**src/rtl/mips_fetch_pkg.sv**
```systemverilog
// Shared types and constants for the instruction fetch stage.
//   fetch_state_e : fetch FSM states (IDLE, BUSY, KILL)
//   fetch_entry_t : prefetch FIFO payload {pc, inst}
//   word_align()  : clears the byte-offset bits of an address
package mips_fetch_pkg;

    localparam int unsigned XLEN             = 32;
    localparam int unsigned WORD_BYTES       = 4;
    localparam logic [XLEN-1:0] DEFAULT_RESET_PC = 32'h0000_0000;

    typedef enum logic [1:0] {
        IDLE = 2'd0,
        BUSY = 2'd1,
        KILL = 2'd2
    } fetch_state_e;

    typedef struct packed {
        logic [XLEN-1:0] pc;
        logic [XLEN-1:0] inst;
    } fetch_entry_t;

    function automatic logic [XLEN-1:0] word_align(input logic [XLEN-1:0] addr);
        return addr & ~XLEN'(WORD_BYTES - 1);
    endfunction

endpackage

```
**src/rtl/fetch_fifo.sv**
```systemverilog
// Prefetch FIFO of fetch entries; pointers wrap modulo DEPTH.
// Ports:
//   clk, reset        : clock, synchronous active-high reset
//   push, push_data   : write one entry (legal while full if pop is also set)
//   pop               : retire the head entry
//   flush             : empty the FIFO, takes priority over push/pop
//   head              : entry at the head (undefined when empty)
//   count/empty/full  : occupancy status
module fetch_fifo
    import mips_fetch_pkg::*;
#(
    parameter int unsigned DEPTH = 2
) (
    input  logic                           clk,
    input  logic                           reset,
    input  logic                           push,
    input  fetch_entry_t                   push_data,
    input  logic                           pop,
    input  logic                           flush,
    output fetch_entry_t                   head,
    output logic [$clog2(DEPTH + 1)-1:0]   count,
    output logic                           empty,
    output logic                           full
);

    localparam int unsigned PW = (DEPTH > 1) ? $clog2(DEPTH) : 1;
    localparam int unsigned CW = $clog2(DEPTH + 1);

    fetch_entry_t  mem [DEPTH];
    logic [PW-1:0] wr_ptr;
    logic [PW-1:0] rd_ptr;

    function automatic logic [PW-1:0] ptr_inc(input logic [PW-1:0] p);
        return (p == PW'(DEPTH - 1)) ? '0 : p + PW'(1);
    endfunction

    // Pointer and occupancy bookkeeping
    always_ff @(posedge clk) begin
        if (reset || flush) begin
            wr_ptr <= '0;
            rd_ptr <= '0;
            count  <= '0;
        end else begin
            if (push) wr_ptr <= ptr_inc(wr_ptr);
            if (pop)  rd_ptr <= ptr_inc(rd_ptr);
            count <= count + CW'(push) - CW'(pop);
        end
    end

    // Storage; contents need no reset because the head is qualified by empty
    always_ff @(posedge clk) begin
        if (push && !flush) mem[wr_ptr] <= push_data;
    end

    assign head  = mem[rd_ptr];
    assign empty = (count == '0);
    assign full  = (count == CW'(DEPTH));

endmodule

```
**src/rtl/ifetch_unit.sv**
```systemverilog
// Instruction fetch stage: owns the fetch PC, issues word reads over a
// req/ack handshake, buffers returned words and hands them to decode.
// Optional macro IFETCH_MISALIGN_TRAP_EN: misaligned redirects raise
// fetch_misaligned and stall fetch instead of being silently aligned.
// Ports:
//   clk, reset                     : clock, synchronous active-high reset
//   mem_req/mem_addr               : read request and word address
//   mem_ack/mem_rdata              : request accepted, data valid same cycle
//   redirect_valid/redirect_pc     : flush and restart fetch
//   inst_valid/inst/inst_pc/
//   inst_pc_plus_4/inst_ready      : decode-side valid/ready interface
//   fetch_misaligned               : (macro only) sticky misaligned-redirect flag
module ifetch_unit
    import mips_fetch_pkg::*;
#(
    parameter logic [31:0] RESET_PC = DEFAULT_RESET_PC,
    parameter int unsigned DEPTH    = 2
) (
    input  logic        clk,
    input  logic        reset,
    output logic        mem_req,
    output logic [31:0] mem_addr,
    input  logic        mem_ack,
    input  logic [31:0] mem_rdata,
    input  logic        redirect_valid,
    input  logic [31:0] redirect_pc,
    output logic        inst_valid,
    output logic [31:0] inst,
    output logic [31:0] inst_pc,
    output logic [31:0] inst_pc_plus_4,
    input  logic        inst_ready
`ifdef IFETCH_MISALIGN_TRAP_EN
    ,
    output logic        fetch_misaligned
`endif
);

    localparam int unsigned CW = $clog2(DEPTH + 1);
    localparam int unsigned OW = CW + 1;

    fetch_state_e  state;
    fetch_state_e  state_next;
    logic [31:0]   fetch_pc;
    logic [31:0]   fetch_pc_next;
    logic [31:0]   req_addr;
    logic [31:0]   req_addr_next;
    logic          misaligned;
    logic          misaligned_next;
    logic          redir_bad;
    logic [31:0]   redir_target;
    logic          push;
    logic          pop;
    logic          credit;
    logic [OW-1:0] occ_next;
    logic          fifo_empty;
    logic          fifo_full;
    logic [CW-1:0] fifo_count;
    fetch_entry_t  head;
    fetch_entry_t  push_data;

    assign redir_target = word_align(redirect_pc);

`ifdef IFETCH_MISALIGN_TRAP_EN
    assign redir_bad = redirect_valid && (redirect_pc[1:0] != 2'b00);
`else
    assign redir_bad = 1'b0;
`endif

    assign misaligned_next = redirect_valid ? redir_bad : misaligned;

    // Redirect kills any push or pop happening in the same cycle
    assign pop       = !fifo_empty && inst_ready && !redirect_valid;
    assign push      = (state == BUSY) && mem_ack && !redirect_valid && (!fifo_full || pop);
    assign push_data = '{pc: req_addr, inst: mem_rdata};

    // Occupancy after this edge; a new request needs a free slot for its data
    assign occ_next = redirect_valid ? '0 : OW'(fifo_count) + OW'(push) - OW'(pop);
    assign credit   = !misaligned_next && (occ_next < OW'(DEPTH));

    fetch_fifo #(.DEPTH(DEPTH)) u_fifo (
        .clk       (clk),
        .reset     (reset),
        .push      (push),
        .push_data (push_data),
        .pop       (pop),
        .flush     (redirect_valid),
        .head      (head),
        .count     (fifo_count),
        .empty     (fifo_empty),
        .full      (fifo_full)
    );

    // State register
    always_ff @(posedge clk) begin
        if (reset) state <= IDLE;
        else       state <= state_next;
    end

    // Next-state and fetch address selection
    always_comb begin
        state_next    = state;
        fetch_pc_next = redirect_valid ? redir_target : fetch_pc;
        req_addr_next = req_addr;
        case (state)
            IDLE: begin
                if (credit) begin
                    state_next    = BUSY;
                    req_addr_next = fetch_pc_next;
                end
            end
            BUSY: begin
                if (mem_ack) begin
                    if (!redirect_valid) fetch_pc_next = fetch_pc + 32'(WORD_BYTES);
                    if (credit) req_addr_next = fetch_pc_next;
                    else        state_next    = IDLE;
                end else if (redirect_valid) begin
                    // request cannot be withdrawn: keep it up and drop its data
                    state_next = KILL;
                end
            end
            KILL: begin
                if (mem_ack) begin
                    if (credit) begin
                        state_next    = BUSY;
                        req_addr_next = fetch_pc_next;
                    end else begin
                        state_next = IDLE;
                    end
                end
            end
            default: state_next = IDLE;
        endcase
    end

    // Fetch PC, request address and misalignment flag
    always_ff @(posedge clk) begin
        if (reset) begin
            fetch_pc   <= RESET_PC;
            req_addr   <= RESET_PC;
            misaligned <= 1'b0;
        end else begin
            fetch_pc   <= fetch_pc_next;
            req_addr   <= req_addr_next;
            misaligned <= misaligned_next;
        end
    end

    // Outputs decoded from registered state; head fields read zero when empty
    always_comb begin
        mem_req        = (state != IDLE);
        mem_addr       = req_addr;
        inst_valid     = !fifo_empty;
        inst           = '0;
        inst_pc        = '0;
        inst_pc_plus_4 = '0;
        if (!fifo_empty) begin
            inst           = head.inst;
            inst_pc        = head.pc;
            inst_pc_plus_4 = head.pc + 32'(WORD_BYTES);
        end
    end

`ifdef IFETCH_MISALIGN_TRAP_EN
    assign fetch_misaligned = misaligned;
`endif

endmodule
```
**config.mk**
```make
export PLATFORM = sky130hd
export DESIGN_NAME = ifetch_unit
export DESIGN_NICKNAME = d
export VERILOG_FILES = /design/src/rtl/mips_fetch_pkg.sv /design/src/rtl/fetch_fifo.sv /design/src/rtl/ifetch_unit.sv
export SDC_FILE = /design/constraint.sdc
export NUM_CORES = 1
export LEC_CHECK = 0
export ABC_AREA = 0
export CORE_MARGIN = 3
export CORE_UTILIZATION = 57
export DETAILED_ROUTE_END_ITERATION = 10
export PLACE_DENSITY_LB_ADDON = 0.05
export SLEW_MARGIN = 10
export SYNTH_ARGS = -nofsm -noshare
export SYNTH_HDL_FRONTEND = slang
export SYNTH_HIERARCHICAL = 1
export SYNTH_SLANG_ARGS = --single-unit
```
**constraint.sdc**
```tcl
create_clock -name clk -period 14.1 [get_ports clk]
set_input_delay 4.23 -clock clk [delete_from_list [all_inputs] [get_ports clk]]
set_output_delay 4.23 -clock clk [all_outputs]
set_load 0.01 [all_outputs]
```
==> key figures, run 1 <==
Detailed routing
  – Routed WL: ~25000 um
  – Vias/cell: ~5.8
  – DR pass1 iterations: 5
  – Avg WL per Cell: between 15 and 20 um
  – Detailed-route via count: around 7500
  – DRC viols: 0
  – ANT nets after route: 0
  – DRT iter0 DRCs: roughly 540

Logic synthesis
  – Most frequent cells after synthesis: 128 x edfxtp_1, 72 x dfxtp_1, 69 x nor2b_1
  – Synthesized net count: slightly below 1000
  – Synth Area in Compound Gates: 0.0839
  – Most frequent cell after synthesis: edfxtp_1
  – Simple-gate share of the synthesized area: 0.193
  – Post-synthesis mux area share: 0.102
  – Syn Area/Cell: about 11 um^2
  – Synth Area in XOR/XNOR: 0.0527
  – Top cell type's share of synthesized area: 0.376
  – Post-synth ARST share: 0
  – Mapped cell area: slightly above 0.01 mm^2
  – Ranking of synthesized cells by area: edfxtp_1 38%, dfxtp_1 14%, mux2_4 8.8%, nor2b_1 4.2%, xnor2_1 3.6%
  – Yosys top cell by area: edfxtp_1
  – Register area share after synthesis: 0.516
  – Top FF cell, synth: edfxtp_1
  – Count of cell types in the netlist: 69
  – Warnings from Yosys: 6
  – Adder-cell area share of the yosys netlist: 0.00807
  – Main combinational cell family by area after synthesis: simple AND/OR/NAND/NOR gates
  – Flops & latches, synth: 200
  – Number of synthesized flops with an enable pin: ~130
  – Gate Count Post-Synth: 894

Hold path
  – HP Class: reg -> reg

Layout
  – Antenna diodes: 0
  – Area used by multi-input combinational logic: about 0.0045 mm^2
  – Nets@finish: roughly 1100
  – Final instance area: ~0.013 mm^2
  – Fraction of layout cells with a size suffix above 1: 0.118
  – Area Overhead vs Synth: 24.4%
  – Fillers: 1272
  – Sequential cell area: approximately 0.0053 mm^2

Timing
  – Slew @ Worst Pin: around 1.1 ns
  – Fin. Hold Viols: 0
  – # setup viols final: 0
  – Tcrit/Tclk final: 0.615
  – Max-slew violations: 0
  – RSZ-0062 raised after global routing: false
  – Final Skew: between 0.01 and 0.015 ns
  – Setup TNS: 0 ns
  – Post-layout min period: slightly below 9 ns
  – Fmax: 115 MHz
  – Slew margin rel.: 0.235

Critical path
  – Largest delay contributor family on the critical path: simple AND/OR/NAND/NOR gates
  – Worst path slowest cell: dfxtp_4
  – Max FO, Critical Path: 34
  – Worst Path Required: roughly 9.9 ns
  – CP Class: reg -> out
  – CP Capture Type: output port
  – Worst path cell trace: buf_4 > mux2_4 > and4_1 > nand4_1 > nor4_1 > nand4_1 > a21oi_1 > clkdlybuf4s50_1
  – Startpoint types: flop
  – Worst path most repeated cell: nand4_1
  – CP Buf/Inv Count: 2
  – Slowest cell delay on critical path: between 0.7 and 0.8 ns
  – R2R Setup Slk: roughly 9.5 ns
  – Arr. time, crit path: 4.44 ns

Status
  – Outcome: completed

Pwr
  – Switching power: between 0.3 and 0.4 mW
  – Internal: 0.961 mW
  – Power share of the sequential group: 0.524
  – LEAKAGE: about 4.3 nW
  – Part of the power in the clock network: 0.370
  – Peak VDD IR: between 90 and 100 uV
  – Switching Fraction: 0.244
  – PwrDens: about 100 mW/mm^2
  – Gate power share: 0.106

Clock tree
  – CTS tree: done
  – CTS Root Cell: clkbuf_16
  – Max clock buf depth: 2
  – CTS hold repair buffers: 0
  – Clk_lat worst skew: roughly 0.43 ns
  – Clock slew at reported path FFs: about 0.070 ns
  – Post-CTS setup buffer count: 0
  – Resize count post-CTS: 0
  – CTS buffer count: 17
  – Clock tree sinks: 200
  – H-tree depth: 4

Placement
  – Port-buffer cells: between 150 and 200
  – Detailed Place HPWL: around 18000 um
  – Dpl cell area: 0.0122 mm^2
  – Routability congestion estimate: roughly 0.9

Floorplan
  – Core region area: around 0.017 mm^2
  – Starting Density: 0.588
  – Row cnt: 48
  – I/O pin total: 199
  – Die Height: between 100 and 150 um
  – Die Width: ~140 um
  – Die ar.: about 0.02 mm^2

GRT
  – Largest net degree at the start of global routing: 96
  – Vias in the first global route: between 6000 and 7000
  – GRT Util Overall: 0.253
  – First-pass GRT wire length: slightly below 40000 um
  – Initial antenna violation count: 0
  – Global route total overflow: 0

Run
  – Max cap viols: 0
==> power groups by stage <==
stage / Sequential (mW) / Clock [mW] / Combinational (mW)
6_report: 0.666 / 0.471 / 0.134
5_1_grt: 0.669 / 0.506 / 0.144
4_1_cts: 0.666 / 0.478 / 0.135
3_5_place_dp: 0.679 / 0 / 0.134
3_3_place_gp: 0.678 / 0 / 0.132
2_1_floorplan: 0.672 / 0 / 0.0717
==> per-stage QoR <==
| stage | hold WS (ns) | instances | power [mW] | utilization | setup WS (ns) |
|---|---|---|---|---|---|
| after floorplan | 0.427 | 894 | 0.743 | - | 3.61 |
| after global placement | 0.452 | 1258 | 0.810 | 0.698 | 5.70 |
| after detailed placement | 0.451 | 1258 | 0.813 | 0.698 | 5.63 |
| after CTS | 0.463 | 1290 | 1.28 | 0.731 | 5.40 |
| after global routing | 0.505 | 1290 | 1.32 | 0.731 | 5.12 |
| final | 0.461 | 1290 | 1.27 | 0.731 | 5.43 |
==> sequential cells by signal (all words and copies together), names as in the netlist, named ones only <==
| signal | cells |
|---|---|
| u_fifo/wr_ptr | 1 |
| misaligned | 1 |
| u_fifo/mem | 128 |
| u_fifo/count | 2 |
| state | 2 |
| fetch_pc | 32 |
| u_fifo/rd_ptr | 1 |
| mem_addr | 32 |
==> layer usage <==
layer	share of wire	track usage	up-vias
li1	-	-	3610
met3	0.064	0.0516	28
met4	0.017	0.0658	0
met1	0.43	0.343	3569
met2	0.49	0.419	271
met5	0	0	-
==> worst reg2reg max path, stage by stage, from the launching register on <==
cell and delay (ns):
dfxtp_1 0.49, nor2b_1 0.48, nand2_1 0.44, a211oi_1 0.61, nor2b_1 0.25, fa_1 0.42
or2_2 0.30, o21ai_0 0.33, nand2_1 0.59, o41ai_1 0.59
==> final cells by class <==
cell class	count	share of cell area
Clock inverter	14	0.0110
Sequential cell	200	0.415
Timing Repair Buffer	203	0.158
Tap cell	225	0.0221
Clock buffer	18	0.0337
Multi-Input combinational cell	612	0.355
Inverter	18	0.00531
==> placed cells by master (no fill, tap or decap), types with 4 or more instances in the layout <==
master / instances
mux2_4: 60
nor4_1: 20
mux2_2: 8
a211oi_1: 18
nand4_1: 19
o31ai_1: 6
and2_1: 4
xor2_1: 17
a311oi_1: 6
o21ai_0: 17
xnor2_1: 42
nor2_1: 61
ha_1: 5
o21a_1: 8
nand2b_1: 7
o211a_1: 4
a32oi_1: 5
o41ai_1: 5
clkbuf_16: 17
mux2i_1: 5
and4_1: 11
nor3_1: 28
edfxtp_1: 128
dfxtp_1: 71
or4_1: 4
buf_4: 7
inv_1: 18
a21oi_1: 22
or3_1: 10
and3_1: 13
nor2b_1: 69
nand3_1: 34
nand2_1: 48
clkdlybuf4s50_1: 195
==> worst paths after layout <==
| kind | from | depth (start not counted) | endpoint |
|---|---|---|---|
| worst max-delay path | flop | 8 | inst_pc_plus_4[31] |
| worst min-delay path | fetch_pc[31]$_SDFF_PP0_ | 1 | fetch_pc[31]$_SDFF_PP0_ |
| worst max register to register | state[0]$_SDFFE_PP0P_ | 9 | mem_addr[9]$_SDFFE_PP0P_ |
| worst min register to register | fetch_pc[31]$_SDFF_PP0_ | 1 | fetch_pc[31]$_SDFF_PP0_ |
==> logic make-up after synthesis <==
logic type	Yosys count
flip-flops	200
AO/OA/AOI/OAI	120
adder cells (fa/ha/maj)	6
buffers and inverters	82
multiplexers	73
XOR/XNOR	60
AND/OR/NAND/NOR	353
Power figures use the tool's default switching activity.
==> run 2: changes to the inputs <==
CORE_UTILIZATION = 53   (was 57)
clock period = 8.35 ns   (was 14.1 ns; I/O delays follow)
==> run 2 against run 1 <==
Critical endpoint unchanged. Largest power group unchanged. Cell area grew 0.65%. Clock power grew 77%. Worst setup slack lost 3.6 ns. Critical path depth is the same. First-iteration DRC count grew 1.8%. Sequential power grew 70%. Clock-buffer cell count is the same.
==> key figures, run 2 (synthesized netlist as in run 1, its figures left out) <==
Status
  – Outcome: completed (unchanged)

Floorplan
  – Core region area: 0.0188 mm^2 (was 0.0174 mm^2)
  – Die Width: 145 um (was 140 um)
  – Die ar.: 0.0210 mm^2 (was 0.0196 mm^2)
  – Die Height: 145 um (was 140 um)
  – I/O pin total: 199 (unchanged)
  – Starting Density: 0.544 (was 0.588)
  – Row cnt: 50 (was 48)

Detailed routing
  – Routed WL: 25800 um (was 25200 um)
  – DRC viols: 0 (unchanged)
  – DR pass1 iterations: 5 (unchanged)
  – DRT iter0 DRCs: 554 (was 544)
  – ANT nets after route: 0 (unchanged)
  – Detailed-route via count: 7475 (was 7478)
  – Avg WL per Cell: 19.5 um (about the same)
  – Vias/cell: 5.64 (was 5.80)

Clock tree
  – CTS buffer count: 17 (unchanged)
  – Max clock buf depth: 2 (unchanged)
  – CTS tree: done (unchanged)
  – Resize count post-CTS: 0 (unchanged)
  – CTS Root Cell: clkbuf_16 (unchanged)
  – Clock tree sinks: 200 (unchanged)
  – Post-CTS setup buffer count: 0 (unchanged)
  – CTS hold repair buffers: 0 (unchanged)
  – Clk_lat worst skew: 0.43 ns (about the same)
  – Clock slew at reported path FFs: 0.07 ns (about the same)
  – H-tree depth: 4 (unchanged)

Critical path
  – Startpoint types: flop (unchanged)
  – CP Capture Type: output port (unchanged)
  – CP Class: reg -> out (unchanged)
  – Worst Path Required: 5.85 ns (was 9.87 ns)
  – Worst R2R Path Depth: 9 (unchanged)
  – Max FO, Critical Path: 38 (was 34)
  – Arr. time, crit path: 4.02 ns (was 4.44 ns)

Layout
  – Most frequent cells in the layout: 195 x clkdlybuf4s50_1, 128 x edfxtp_1, 71 x dfxtp_1, 69 x nor2b_1, 61 x nor2_1 (unchanged)
  – Most common cell after layout, fill and taps aside: clkdlybuf4s50_1 (unchanged)
  – Largest Register: u_fifo/mem (unchanged)
  – Fraction of layout cells with a size suffix above 1: 0.118 (about the same)
  – Final instance area: 0.0128 mm^2 (was 0.0127 mm^2)
  – Nets@finish: 1128 (was 1127)
  – Max FFs per register: 128 (unchanged)
  – Area Overhead vs Synth: 25.2% (was 24.4%)
  – Antenna diodes: 0 (unchanged)

Run
  – Max cap viols: 0 (unchanged)

Timing
  – # setup viols final: 0 (unchanged)
  – Max-slew violations: 0 (unchanged)
  – RSZ-0062 raised after global routing: false (unchanged)
  – Tcrit/Tclk final: 0.781
  – Setup TNS: 0 ns (unchanged)
  – Slew @ Worst Pin: 1.20 ns (was 1.15 ns)
  – Post-layout min period: about 6.5 ns
  – Final Skew: 0.0151 ns (was 0.0131 ns)
  – Slew margin rel.: 0.198 (was 0.235)
  – Fin. Hold Viols: 0 (unchanged)
  – Fmax: between 150 and 200 MHz

Placement
  – Detailed Place HPWL: 18200 um (was 17800 um)
  – Port-buffer cells: 196 (unchanged)
  – Routability congestion estimate: 0.894 (was 0.900)
  – Dpl cell area: 0.0122 mm^2 (about the same)

Hold path
  – WHS Path Cells: 1 (unchanged)
  – HP Class: reg -> reg (unchanged)

Pwr
  – Peak VDD IR: 147 uV (was 90.6 uV)
  – PwrDens: 171 mW/mm^2 (was 99.9 mW/mm^2)
  – LEAKAGE: 4.30 nW (was 4.29 nW)
  – Total chip power: 2.19 mW (was 1.27 mW)

GRT
  – Global route total overflow: 0 (unchanged)
  – First-pass GRT wire length: 40600 um (was 39100 um)
  – GRT Util Overall: 0.242 (was 0.253)
  – Largest net degree at the start of global routing: 66 (was 96)
  – Initial antenna violation count: 0 (unchanged)
  – Vias in the first global route: 7130 (was 6946)
## run 2: area by class of cell
cell class              instances  area (um^2)
repair buffers                204         2020
flip-flops and latches        200         5290
inverters                      18         67.6
multi-input cells             612         4520
well taps                     260          325
clock inverters                14          165
clock buffers                  18          429
fillers                      1459         6020
## run 2: worst max-delay path, cell delays in order (launching register included)
cell	delay (ns)
dfxtp_4	0.80
buf_4	0.56
mux2_2	0.32
and4_1	0.30
nand4_1	0.15
nor4_1	0.50
nand4_1	0.15
a21oi_1	0.17
clkdlybuf4s50_1	0.59
## run 2: path summary, 6_finish.rpt
check	slack (ns)	endpoint	startpoint
max reg2reg	3.66	mem_addr[13]$_SDFFE_PP0P_	state[0]$_SDFFE_PP0P_
min	0.46	fetch_pc[31]$_SDFF_PP0_	fetch_pc[31]$_SDFF_PP0_
max	1.83	inst_pc_plus_4[31]	flop
min reg2reg	0.46	fetch_pc[31]$_SDFF_PP0_	fetch_pc[31]$_SDFF_PP0_
## run 2: report_power, final
| part | leakage [nW] | internal (mW) | switching, mW | total (mW) |
|---|---|---|---|---|
| sequential | 1.76 | 1.08 | 0.0403 | 1.13 |
| combinational | 2.26 | 0.117 | 0.111 | 0.228 |
| clock | 0.285 | 0.451 | 0.382 | 0.833 |
| total | 4.30 | 1.65 | 0.533 | 2.19 |
## run 2: metal layers
metal	GRT usage	wire (um)
met3	0.0434	1560
met2	0.392	12300
met4	0.0841	622
met1	0.330	11400
met5	0	0
## run 2: metrics by stage
stage / cells / hold WS [ns] / setup slack (ns) / utilization
after floorplan: 894 / 0.427 / 1.87 / -
after global placement: 1294 / 0.449 / 1.70 / 0.649
after CTS: 1326 / 0.463 / 1.78 / 0.680
after detailed placement: 1294 / 0.448 / 1.62 / 0.649
after global routing: 1326 / 0.494 / 1.62 / 0.680
final: 1326 / 0.459 / 1.83 / 0.680
==> run 3: changes to the inputs <==
CORE_UTILIZATION = 47   (was 53)
clock period = 5.7 ns   (was 8.35 ns; I/O delays follow)
==> run 3 against run 2 <==
Utilization fell by 7.0 points. Clock-buffer cell count is 1 lower. Highest routed layer unchanged. Clock power rose by 43%. Clock skew about the same. Final cell count is 2.2% higher.
==> key figures, run 3 (synthesized netlist as in run 1, its figures left out) <==
Floorplan
  – Die Height: 154 um (was 145 um)
  – Starting Density: 0.482 (was 0.544)
  – Die ar.: 0.0236 mm^2 (was 0.0210 mm^2)
  – Row cnt: 53 (was 50)
  – Core region area: 0.0212 mm^2 (was 0.0188 mm^2)
  – I/O pin total: 199 (unchanged)
  – Die Width: 154 um (was 145 um)

GRT
  – GR Layer Usage met1: 0.301 (was 0.330)
  – Largest net degree at the start of global routing: 65 (was 66)
  – Global routing's busiest layer: met2 (unchanged)
  – Global route total overflow: 0 (unchanged)
  – Initial antenna violation count: 0 (unchanged)
  – GRT Util Overall: 0.216 (was 0.242)
  – Met2 Track Usage GR: 0.351 (was 0.392)
  – Vias in the first global route: 7110 (was 7130)
  – Met3 Use GR: 0.0310 (was 0.0434)
  – First-pass GRT wire length: 40300 um (was 40600 um)

Layout
  – Most common cell after layout, fill and taps aside: clkdlybuf4s50_1 (unchanged)
  – Most frequent cells in the layout: 195 x clkdlybuf4s50_1, 128 x edfxtp_1, 71 x dfxtp_1, 69 x nor2b_1, 61 x nor2_1 (unchanged)
  – Area Overhead vs Synth: 26.5% (was 25.2%)
  – Nets@finish: 1142 (was 1128)
  – Antenna diodes: 0 (unchanged)
  – Max FFs per register: 128 (unchanged)
  – Largest Register: u_fifo/mem (unchanged)
  – Fraction of layout cells with a size suffix above 1: 0.131 (was 0.118)
  – Final instance area: 0.0130 mm^2 (was 0.0128 mm^2)

Critical path
  – CP Capture Type: output port (unchanged)
  – Worst Path Required: 3.99 ns (was 5.85 ns)
  – R2R Setup Slk: 1.74 ns (was 3.66 ns)
  – Arr. time, crit path: 3.59 ns (was 4.02 ns)
  – FF-to-FF End: mem_addr[20]$_SDFFE_PP0P_ (was mem_addr[13]$_SDFFE_PP0P_)
  – Launching point of the worst reg2reg path: state[0]$_SDFFE_PP0P_ (unchanged)
  – Slowest cell delay on critical path: 0.59 ns (was 0.80 ns)
  – Worst path most repeated cell: nand4_1 (unchanged)
  – Worst path cell trace: buf_4 > mux2_2 > and4_1 > nand4_1 > nor4_1 > nand4_1 > a21oi_1 > clkdlybuf4s50_1 (unchanged)
  – Worst R2R Path Depth: 10 (was 9)
  – CP Class: reg -> out (unchanged)
  – Worst path slowest cell: dfxtp_4 (unchanged)
  – Max FO, Critical Path: 21 (was 38)
  – Startpoint types: flop (unchanged)

Detailed routing
  – ANT nets after route: 0 (unchanged)
  – Vias/cell: 5.48 (was 5.64)
  – DRC viols: 0 (unchanged)
  – Detailed-route via count: 7426 (was 7475)
  – Routed WL: 25900 um (was 25800 um)
  – Avg WL per Cell: 19.1 um (was 19.5 um)
  – DRT iter0 DRCs: 594 (was 554)
  – DR pass1 iterations: 5 (unchanged)

Clock tree
  – CTS buffer count: 17 (unchanged)
  – H-tree depth: 4 (unchanged)
  – Max clock buf depth: 2 (unchanged)
  – Clk_lat worst skew: 0.43 ns (about the same)
  – Resize count post-CTS: 0 (unchanged)
  – Clock slew at reported path FFs: 0.08 ns (was 0.07 ns)
  – Post-CTS setup buffer count: 0 (unchanged)
  – CTS tree: done (unchanged)
  – Clock tree sinks: 200 (unchanged)
  – CTS hold repair buffers: 0 (unchanged)
  – CTS Root Cell: clkbuf_16 (unchanged)

Placement
  – Detailed Place HPWL: 18800 um (was 18200 um)
  – Port-buffer cells: 196 (unchanged)
  – Dpl cell area: 0.0124 mm^2 (was 0.0122 mm^2)
  – Routability congestion estimate: 0.908 (was 0.894)

Timing
  – Fin. Hold Viols: 0 (unchanged)
  – Slew margin rel.: 0.360 (was 0.198)
  – Max-slew violations: 0 (unchanged)
  – RSZ-0062 raised after global routing: false (unchanged)
  – Fmax: approximately 190 MHz
  – Tcrit/Tclk final: 0.931
  – # setup viols final: 0 (unchanged)
  – Final Skew: 0.0150 ns (was 0.0151 ns)
  – Slew @ Worst Pin: 0.958 ns (was 1.20 ns)
  – Setup TNS: 0 ns (unchanged)
  – Post-layout min period: 5.30 ns

Status
  – Outcome: completed (unchanged)

Run
  – Max cap viols: 0 (unchanged)

Hold path
  – WHS Endpoint: fetch_pc[31]$_SDFF_PP0_ (unchanged)
  – HP Class: reg -> reg (unchanged)
  – Hold_sp: fetch_pc[31]$_SDFF_PP0_ (unchanged)
  – WHS Path Cells: 1 (unchanged)

Pwr
  – LEAKAGE: 4.37 nW (was 4.30 nW)
  – Total chip power: 3.18 mW (was 2.19 mW)
  – PwrDens: 246 mW/mm^2 (was 171 mW/mm^2)
  – Peak VDD IR: 194 uV (was 147 uV)
[run 3: worst max-delay path, delay by kind of cell (launching register included)]
kind	cells	cell delay (ns)
buffers and inverters	2	1.01
AO/OA/AOI/OAI	1	0.18
multiplexers	1	0.28
AND/OR/NAND/NOR	4	1.09
flip-flops	1	0.59
[run 3: worst max-delay path by stage]
stage	startpoint	end	slack (ns)	cells past startpoint
6_report	flop	inst_pc_plus_4[31]	0.40	8
5_1_grt	flop	inst_pc_plus_4[31]	0.14	8
4_1_cts	flop	inst_pc_plus_4[31]	0.35	8
3_5_place_dp	inst_ready	mem_addr[25]$_SDFFE_PP0P_	0.71	12
3_3_place_gp	inst_ready	mem_addr[25]$_SDFFE_PP0P_	0.72	12
2_1_floorplan	mem_ack	u_fifo/mem[0][0]$_DFFE_PP_	0.02	4
[run 3: power breakdown]
| group | internal, mW | total (mW) | switching (mW) |
|---|---|---|---|
| clock | 0.623 | 1.19 | 0.565 |
| sequential | 1.59 | 1.65 | 0.0606 |
| combinational | 0.180 | 0.345 | 0.165 |
| total | 2.39 | 3.18 | 0.791 |
[run 3: area by class of cell]
cell class              count  area [um^2]
repair buffers            218         2150
well taps                 275          344
multi-input cells         612         4520
clock buffers              17          425
flip-flops and latches    200         5290
clock inverters            15          158
fillers                  1786         8270
inverters                  18         67.6
[run 3: routing by layer]
layer | part of all wire | vias to the layer above
met1 | 0.46 | 3535
met2 | 0.48 | 222
met5 | 0 | -
li1 | - | 3642
met4 | 0.019 | 0
met3 | 0.044 | 27
[run 3: per-stage QoR]
| step | util | hold slack (ns) | setup slack [ns] | instances |
|---|---|---|---|---|
| final | 0.610 | 0.478 | 0.396 | 1355 |
| after global routing | 0.610 | 0.497 | 0.136 | 1355 |
| after CTS | 0.610 | 0.472 | 0.347 | 1355 |
| after detailed placement | 0.583 | 0.460 | 0.709 | 1323 |
| after global placement | 0.583 | 0.453 | 0.717 | 1323 |
| after floorplan | - | 0.427 | 0.0157 | 894 |
